$ cat config.mk
export PLATFORM = sky130hd
export DESIGN_NAME = ext_world_io_ctrl
export DESIGN_NICKNAME = d
export VERILOG_FILES = /design/src/rtl/ext_world_io_ctrl.sv
export SDC_FILE = /design/constraint.sdc
export NUM_CORES = 1
export LEC_CHECK = 0
export CORE_ASPECT_RATIO = 1.25
export CORE_MARGIN = 3
export CORE_UTILIZATION = 57
export CTS_BUF_LIST = sky130_fd_sc_hd__clkbuf_8
export CTS_CLUSTER_DIAMETER = 100
export DETAILED_ROUTE_END_ITERATION = 8
export GPL_ROUTABILITY_DRIVEN = 0
export PLACE_DENSITY = 0.92
export REMOVE_ABC_BUFFERS = 1
export SLEW_MARGIN = 0
export SYNTH_ARGS = -nofsm -noshare
export SYNTH_HDL_FRONTEND = slang
export SYNTH_SLANG_ARGS = --single-unit
$ cat constraint.sdc
create_clock -name clk -period 4.3 [get_ports clk]
set_input_delay 0.86 -clock clk [delete_from_list [all_inputs] [get_ports clk]]
set_output_delay 0.86 -clock clk [all_outputs]
set_load 0.02 [all_outputs]
$ cat src/rtl/ext_world_io_ctrl.sv
// Request/acknowledge bus front-end that shares four external input byte ports
// (buffered, with pending/overrun flags) and four registered output ports with the core.
module ext_world_io_ctrl #(
   parameter int unsigned DATA_WIDTH  = 8,
   parameter int unsigned WAIT_STATES = 0
) (
   input  logic                  clk,
   input  logic                  Reset,
   input  logic                  io_req,
   input  logic                  io_we,
   input  logic [2:0]            io_addr,
   input  logic [DATA_WIDTH-1:0] io_wdata,
   output logic [DATA_WIDTH-1:0] io_rdata,
   output logic                  io_ack,
   input  logic [DATA_WIDTH-1:0] InpExtWorld1,
   input  logic [DATA_WIDTH-1:0] InpExtWorld2,
   input  logic [DATA_WIDTH-1:0] InpExtWorld3,
   input  logic [DATA_WIDTH-1:0] InpExtWorld4,
   input  logic [3:0]            inp_strobe,
   output logic [DATA_WIDTH-1:0] OutExtWorld1,
   output logic [DATA_WIDTH-1:0] OutExtWorld2,
   output logic [DATA_WIDTH-1:0] OutExtWorld3,
   output logic [DATA_WIDTH-1:0] OutExtWorld4,
   output logic [3:0]            out_strobe,
   output logic [1:0]            rr_port,
   output logic                  rr_valid,
   output logic                  io_irq
);

   localparam int unsigned NPORTS = 4;
   localparam int unsigned CNT_W  = 4;

   localparam logic [1:0] ST_IDLE   = 2'd0;
   localparam logic [1:0] ST_ACCESS = 2'd1;
   localparam logic [1:0] ST_ACK    = 2'd2;

   logic [1:0]            state_q, state_d;
   logic [CNT_W-1:0]      wait_q, wait_d;
   logic                  we_q;
   logic [2:0]            addr_q;
   logic [DATA_WIDTH-1:0] wdata_q;

   logic [DATA_WIDTH-1:0] inp_w  [NPORTS];
   logic [DATA_WIDTH-1:0] buf_q  [NPORTS];
   logic [DATA_WIDTH-1:0] buf_d  [NPORTS];
   logic [DATA_WIDTH-1:0] out_q  [NPORTS];
   logic [DATA_WIDTH-1:0] out_d  [NPORTS];
   logic [3:0]            pend_q, pend_d;
   logic [3:0]            ovr_q, ovr_d;
   logic [3:0]            ostb_q, ostb_d;
   logic [DATA_WIDTH-1:0] rdata_q, rdata_d;
   logic                  ack_q, ack_d;
   logic [1:0]            rr_ptr_q, rr_ptr_d;
   logic [1:0]            rr_port_q, rr_port_d;
   logic                  rr_valid_q, rr_valid_d;
   logic                  irq_q;

   logic                  commit;
   logic [3:0]            rd_clr;
   logic                  ovr_clr;
   logic                  rr_hit;
   logic [1:0]            rr_sel;
   logic [1:0]            rr_idx;

   assign inp_w[0] = InpExtWorld1;
   assign inp_w[1] = InpExtWorld2;
   assign inp_w[2] = InpExtWorld3;
   assign inp_w[3] = InpExtWorld4;

   // Bus handshake sequencing; commit marks the edge that enters ACK
   always_comb begin
      state_d = state_q;
      wait_d  = wait_q;
      commit  = 1'b0;
      ack_d   = 1'b0;
      case (state_q)
         ST_IDLE: begin
            if (io_req) begin
               state_d = ST_ACCESS;
               wait_d  = CNT_W'(WAIT_STATES);
            end
         end
         ST_ACCESS: begin
            if (wait_q == '0) begin
               state_d = ST_ACK;
               commit  = 1'b1;
               ack_d   = 1'b1;
            end else begin
               wait_d = wait_q - CNT_W'(1);
            end
         end
         ST_ACK: begin
            state_d = ST_IDLE;
         end
         default: begin
            state_d = ST_IDLE;
         end
      endcase
   end

   // First pending port at or after rr_ptr, wrapping modulo four
   always_comb begin
      rr_hit = 1'b0;
      rr_sel = rr_ptr_q;
      rr_idx = rr_ptr_q;
      for (int j = 0; j < int'(NPORTS); j++) begin
         rr_idx = rr_ptr_q + 2'(j);
         if (!rr_hit && pend_q[rr_idx]) begin
            rr_hit = 1'b1;
            rr_sel = rr_idx;
         end
      end
   end

   // Transaction side effects, all applied on the edge that enters ACK
   always_comb begin
      rd_clr     = '0;
      ovr_clr    = 1'b0;
      rdata_d    = '0;
      ostb_d     = '0;
      out_d      = out_q;
      rr_ptr_d   = rr_ptr_q;
      rr_port_d  = rr_port_q;
      rr_valid_d = rr_valid_q;
      if (commit) begin
         if (we_q) begin
            if (!addr_q[2]) begin
               out_d[addr_q[1:0]]  = wdata_q;
               ostb_d[addr_q[1:0]] = 1'b1;
            end
         end else begin
            case (addr_q)
               3'd0, 3'd1, 3'd2, 3'd3: begin
                  rdata_d             = buf_q[addr_q[1:0]];
                  rd_clr[addr_q[1:0]] = 1'b1;
               end
               3'd4: begin
                  rdata_d = DATA_WIDTH'({ovr_q, pend_q});
                  ovr_clr = 1'b1;
               end
               3'd5: begin
                  if (rr_hit) begin
                     rdata_d        = buf_q[rr_sel];
                     rd_clr[rr_sel] = 1'b1;
                     rr_ptr_d       = rr_sel + 2'd1;
                     rr_port_d      = rr_sel;
                     rr_valid_d     = 1'b1;
                  end else begin
                     rr_valid_d = 1'b0;
                  end
               end
               default: begin
                  rdata_d = '0;
               end
            endcase
         end
      end
   end

   // Input capture; a fresh strobe keeps pending set and outranks an overrun clear
   always_comb begin
      for (int i = 0; i < int'(NPORTS); i++) begin
         buf_d[i] = inp_strobe[i] ? inp_w[i] : buf_q[i];
      end
      pend_d = (pend_q & ~rd_clr) | inp_strobe;
      ovr_d  = (ovr_clr ? 4'b0000 : ovr_q) | (inp_strobe & pend_q & ~rd_clr);
   end

   always_ff @(posedge clk) begin
      if (Reset) begin
         state_q    <= ST_IDLE;
         wait_q     <= '0;
         we_q       <= 1'b0;
         addr_q     <= '0;
         wdata_q    <= '0;
         pend_q     <= '0;
         ovr_q      <= '0;
         ostb_q     <= '0;
         rdata_q    <= '0;
         ack_q      <= 1'b0;
         rr_ptr_q   <= '0;
         rr_port_q  <= '0;
         rr_valid_q <= 1'b0;
         irq_q      <= 1'b0;
         for (int i = 0; i < int'(NPORTS); i++) begin
            buf_q[i] <= '0;
            out_q[i] <= '0;
         end
      end else begin
         state_q    <= state_d;
         wait_q     <= wait_d;
         if (state_q == ST_IDLE && io_req) begin
            we_q    <= io_we;
            addr_q  <= io_addr;
            wdata_q <= io_wdata;
         end
         pend_q     <= pend_d;
         ovr_q      <= ovr_d;
         ostb_q     <= ostb_d;
         rdata_q    <= rdata_d;
         ack_q      <= ack_d;
         rr_ptr_q   <= rr_ptr_d;
         rr_port_q  <= rr_port_d;
         rr_valid_q <= rr_valid_d;
         irq_q      <= |pend_q;
         for (int i = 0; i < int'(NPORTS); i++) begin
            buf_q[i] <= buf_d[i];
            out_q[i] <= out_d[i];
         end
      end
   end

   assign io_rdata     = rdata_q;
   assign io_ack       = ack_q;
   assign OutExtWorld1 = out_q[0];
   assign OutExtWorld2 = out_q[1];
   assign OutExtWorld3 = out_q[2];
   assign OutExtWorld4 = out_q[3];
   assign out_strobe   = ostb_q;
   assign rr_port      = rr_port_q;
   assign rr_valid     = rr_valid_q;
   assign io_irq       = irq_q;

endmodule

==> reports/metrics.cfg <==
[status]
outcome=complete, no violations

[timing]
setup_viol=0
fin_ws_ns=1.54
relSlewSlack_pct=10.8
worst_pin_slew_ns=1.33
finalMaxSlewViolations=0
tns_ns=0
hold_viol=0
rsz0062_at_grt=false
fmax_mhz=362
clock_skew_ns=0.0126
layout_min_cycle_time_ns=2.76
timing.final.crit_share_pct=64.2

[floorplan]
die_height_um=110
core_um2=8330
dieArea_um2=9780
io_pins=100
core.rowCount=37
dieWidth_um=89.1
start_util_pct=59.0

[clock_tree]
cts.sinks=111
cts_buffers=9
clkTransAtPathRegs_ns=0.12
cts_buffer_depth=2
ctsHtreeMaxLevel=3
insertion_delay_ns=0.38
cts_tree=built
postCtsHoldBufs=0
clock_tree.root_cell=clkbuf_8
cts_resized=0
postCtsSetupRepairBufs=0

[finish]
stdcell_count=688
fin_area_um2=6100
syn2layout_area_growth_pct=24.0
drive_gt1_share_pct=6.43
antenna_cells=0
nNetsFinal=639
fillCellCount=555

[global_routing]
grt_pass1_wl_mm=20.0
grt_start_max_net_pins=44
grt_overflow=0
grt.total_usage_pct=27.1
grt_pass1_vias=4033
antenna_found_initial=0

[synth]
syn_area_um2=4920
synth_cell_types=56
synth-warning-count=0
async_flop_share_pct=0
synth_cells=508
syn_avg_cell_area_um2=9.68
ys.flop_type=dfxtp_1
synth-seq-cells=111
synth_edf_count=32
yosysSeqAreaShare_pct=51.7

[routing]
detail-route-antenna-nets=0
vias=4239
drc_errors=0
drtIter0Drc=602
viasPerCell=6.16
wirelength_mm=12.8
drt_first_pass_iters=5
routedWlPerCell_um=18.7

[hold_path]
hp-class=reg2reg
min_path_cells=2

[power_and_ir_drop]
p_leak_nw=2.38
ir_drop_uv=325
powerDensity_nw_per_um2=367
finalPower_w=0.00224

[worst_setup_path]
start_kind=flop
required_ns=4.62
crit_fanout=14
worstPathArrival_ns=3.08
crit_type=reg2reg
rr_worst_depth=4
end_kind=flop

[place]
place_inst=672
hpwl_mm=9.24
place_area_um2=5890
post-place-ws_ns=1.68
port_buffers=99

[flow_run]
maxCapViolCount=0

-- cells in the final DEF, fill, tap and decap left out, drive strengths merged, types with 11 or more instances in the layout --
cell type      count
clkdlybuf4s50     98
nor3              11
nor2b             11
edfxtp            32
nand2             62
nand3             26
nand2b            13
nor2              46
dfxtp             79
and2              33
o21ai             18
mux2i             18
a21oi             37
-- cell type report --
class	count	area, um2	share of cell area, %
repair buffers	100	993	16.3
clock inverters	7	83.8	1.37
clock buffers	9	124	2.03
flip-flops and latches	111	2540	41.7
well taps	97	121	1.99
inverters	7	26.3	0.431
multi-input cells	357	2210	36.2
-- kinds of logic after synthesis --
| logic type | share of synthesized area, % |
|---|---|
| flip-flops | 51.7 |
| multiplexers | 7.33 |
| buffers and inverters | 3.41 |
| XOR/XNOR | 0.535 |
| AO/OA/AOI/OAI | 13.2 |
| adder cells (fa/ha/maj) | 0.509 |
| AND/OR/NAND/NOR | 23.3 |
-- worst max-delay path, cell delays in order (launching register included) --
cell and delay (ns):
dfxtp_1 0.60, nor2b_1 0.65, nand4b_1 0.34, nor3_1 0.83
a41o_1 0.28
-- cell usage after synthesis, types with 5 or more instances --
cell type / n / area [um2]
a21oi_1: 36 / 180
a22oi_1: 8 / 60.1
a41o_1: 8 / 80.1
and2_1: 33 / 206
buf_2: 8 / 40.0
clkbuf_1: 22 / 82.6
dfxtp_1: 79 / 1580
edfxtp_1: 32 / 961
inv_1: 7 / 26.3
mux2i_1: 18 / 180
mux4_2: 8 / 180
nand2_1: 62 / 233
nand2b_1: 13 / 81.3
nand3_1: 26 / 130
nor2_1: 46 / 173
nor2b_1: 11 / 68.8
nor3_1: 10 / 50.1
o21ai_0: 16 / 80.1
o21bai_1: 8 / 60.1
or2_2: 5 / 31.3
-- power by group --
part / internal [W] / leakage, nW / switching [W]
Clock: 0.000233 / 0.103 / 0.000395
Sequential: 0.00115 / 0.986 / 0.0000832
Combinational: 0.000177 / 1.29 / 0.000206
Total: 0.00156 / 2.38 / 0.000684
-- routing by layer --
metal,global-route usage [%],vias to the layer above,part of all wire (%)
li1,-,1947,-
met3,4.65,53,8.7
met2,41.9,259,48
met5,0,-,0
met4,12.1,0,3.5
met1,37.2,1980,39
-- flip-flops by register name, indices dropped and copies added (netlist names), 3 cells and up, named ones only --
register,flops
buf_q,32
out_strobe,4
wdata_q,8
OutExtWorld1,8
addr_q,3
wait_q,4
pend_q,4
OutExtWorld2,8
OutExtWorld4,8
OutExtWorld3,8
io_rdata,8
ovr_q,4
-- worst paths after layout --
check	from	end	slack [ns]
worst max-delay path	addr_q[0]	io_rdata[6]	1.54
worst min-delay path	OutExtWorld4[4]	OutExtWorld4[4]	0.46
worst max register to register	addr_q[0]	io_rdata[6]	1.54
worst min register to register	OutExtWorld4[4]	OutExtWorld4[4]	0.46
-- per-stage QoR --
stage          hold WS, ns  utilization (%)
2_1_floorplan        0.425                -
3_3_place_gp         0.444             70.7
3_5_place_dp         0.449             70.7
4_1_cts              0.466             73.2
5_1_grt              0.492             73.2
6_report             0.463             73.2
Power figures use the tool's default switching activity.
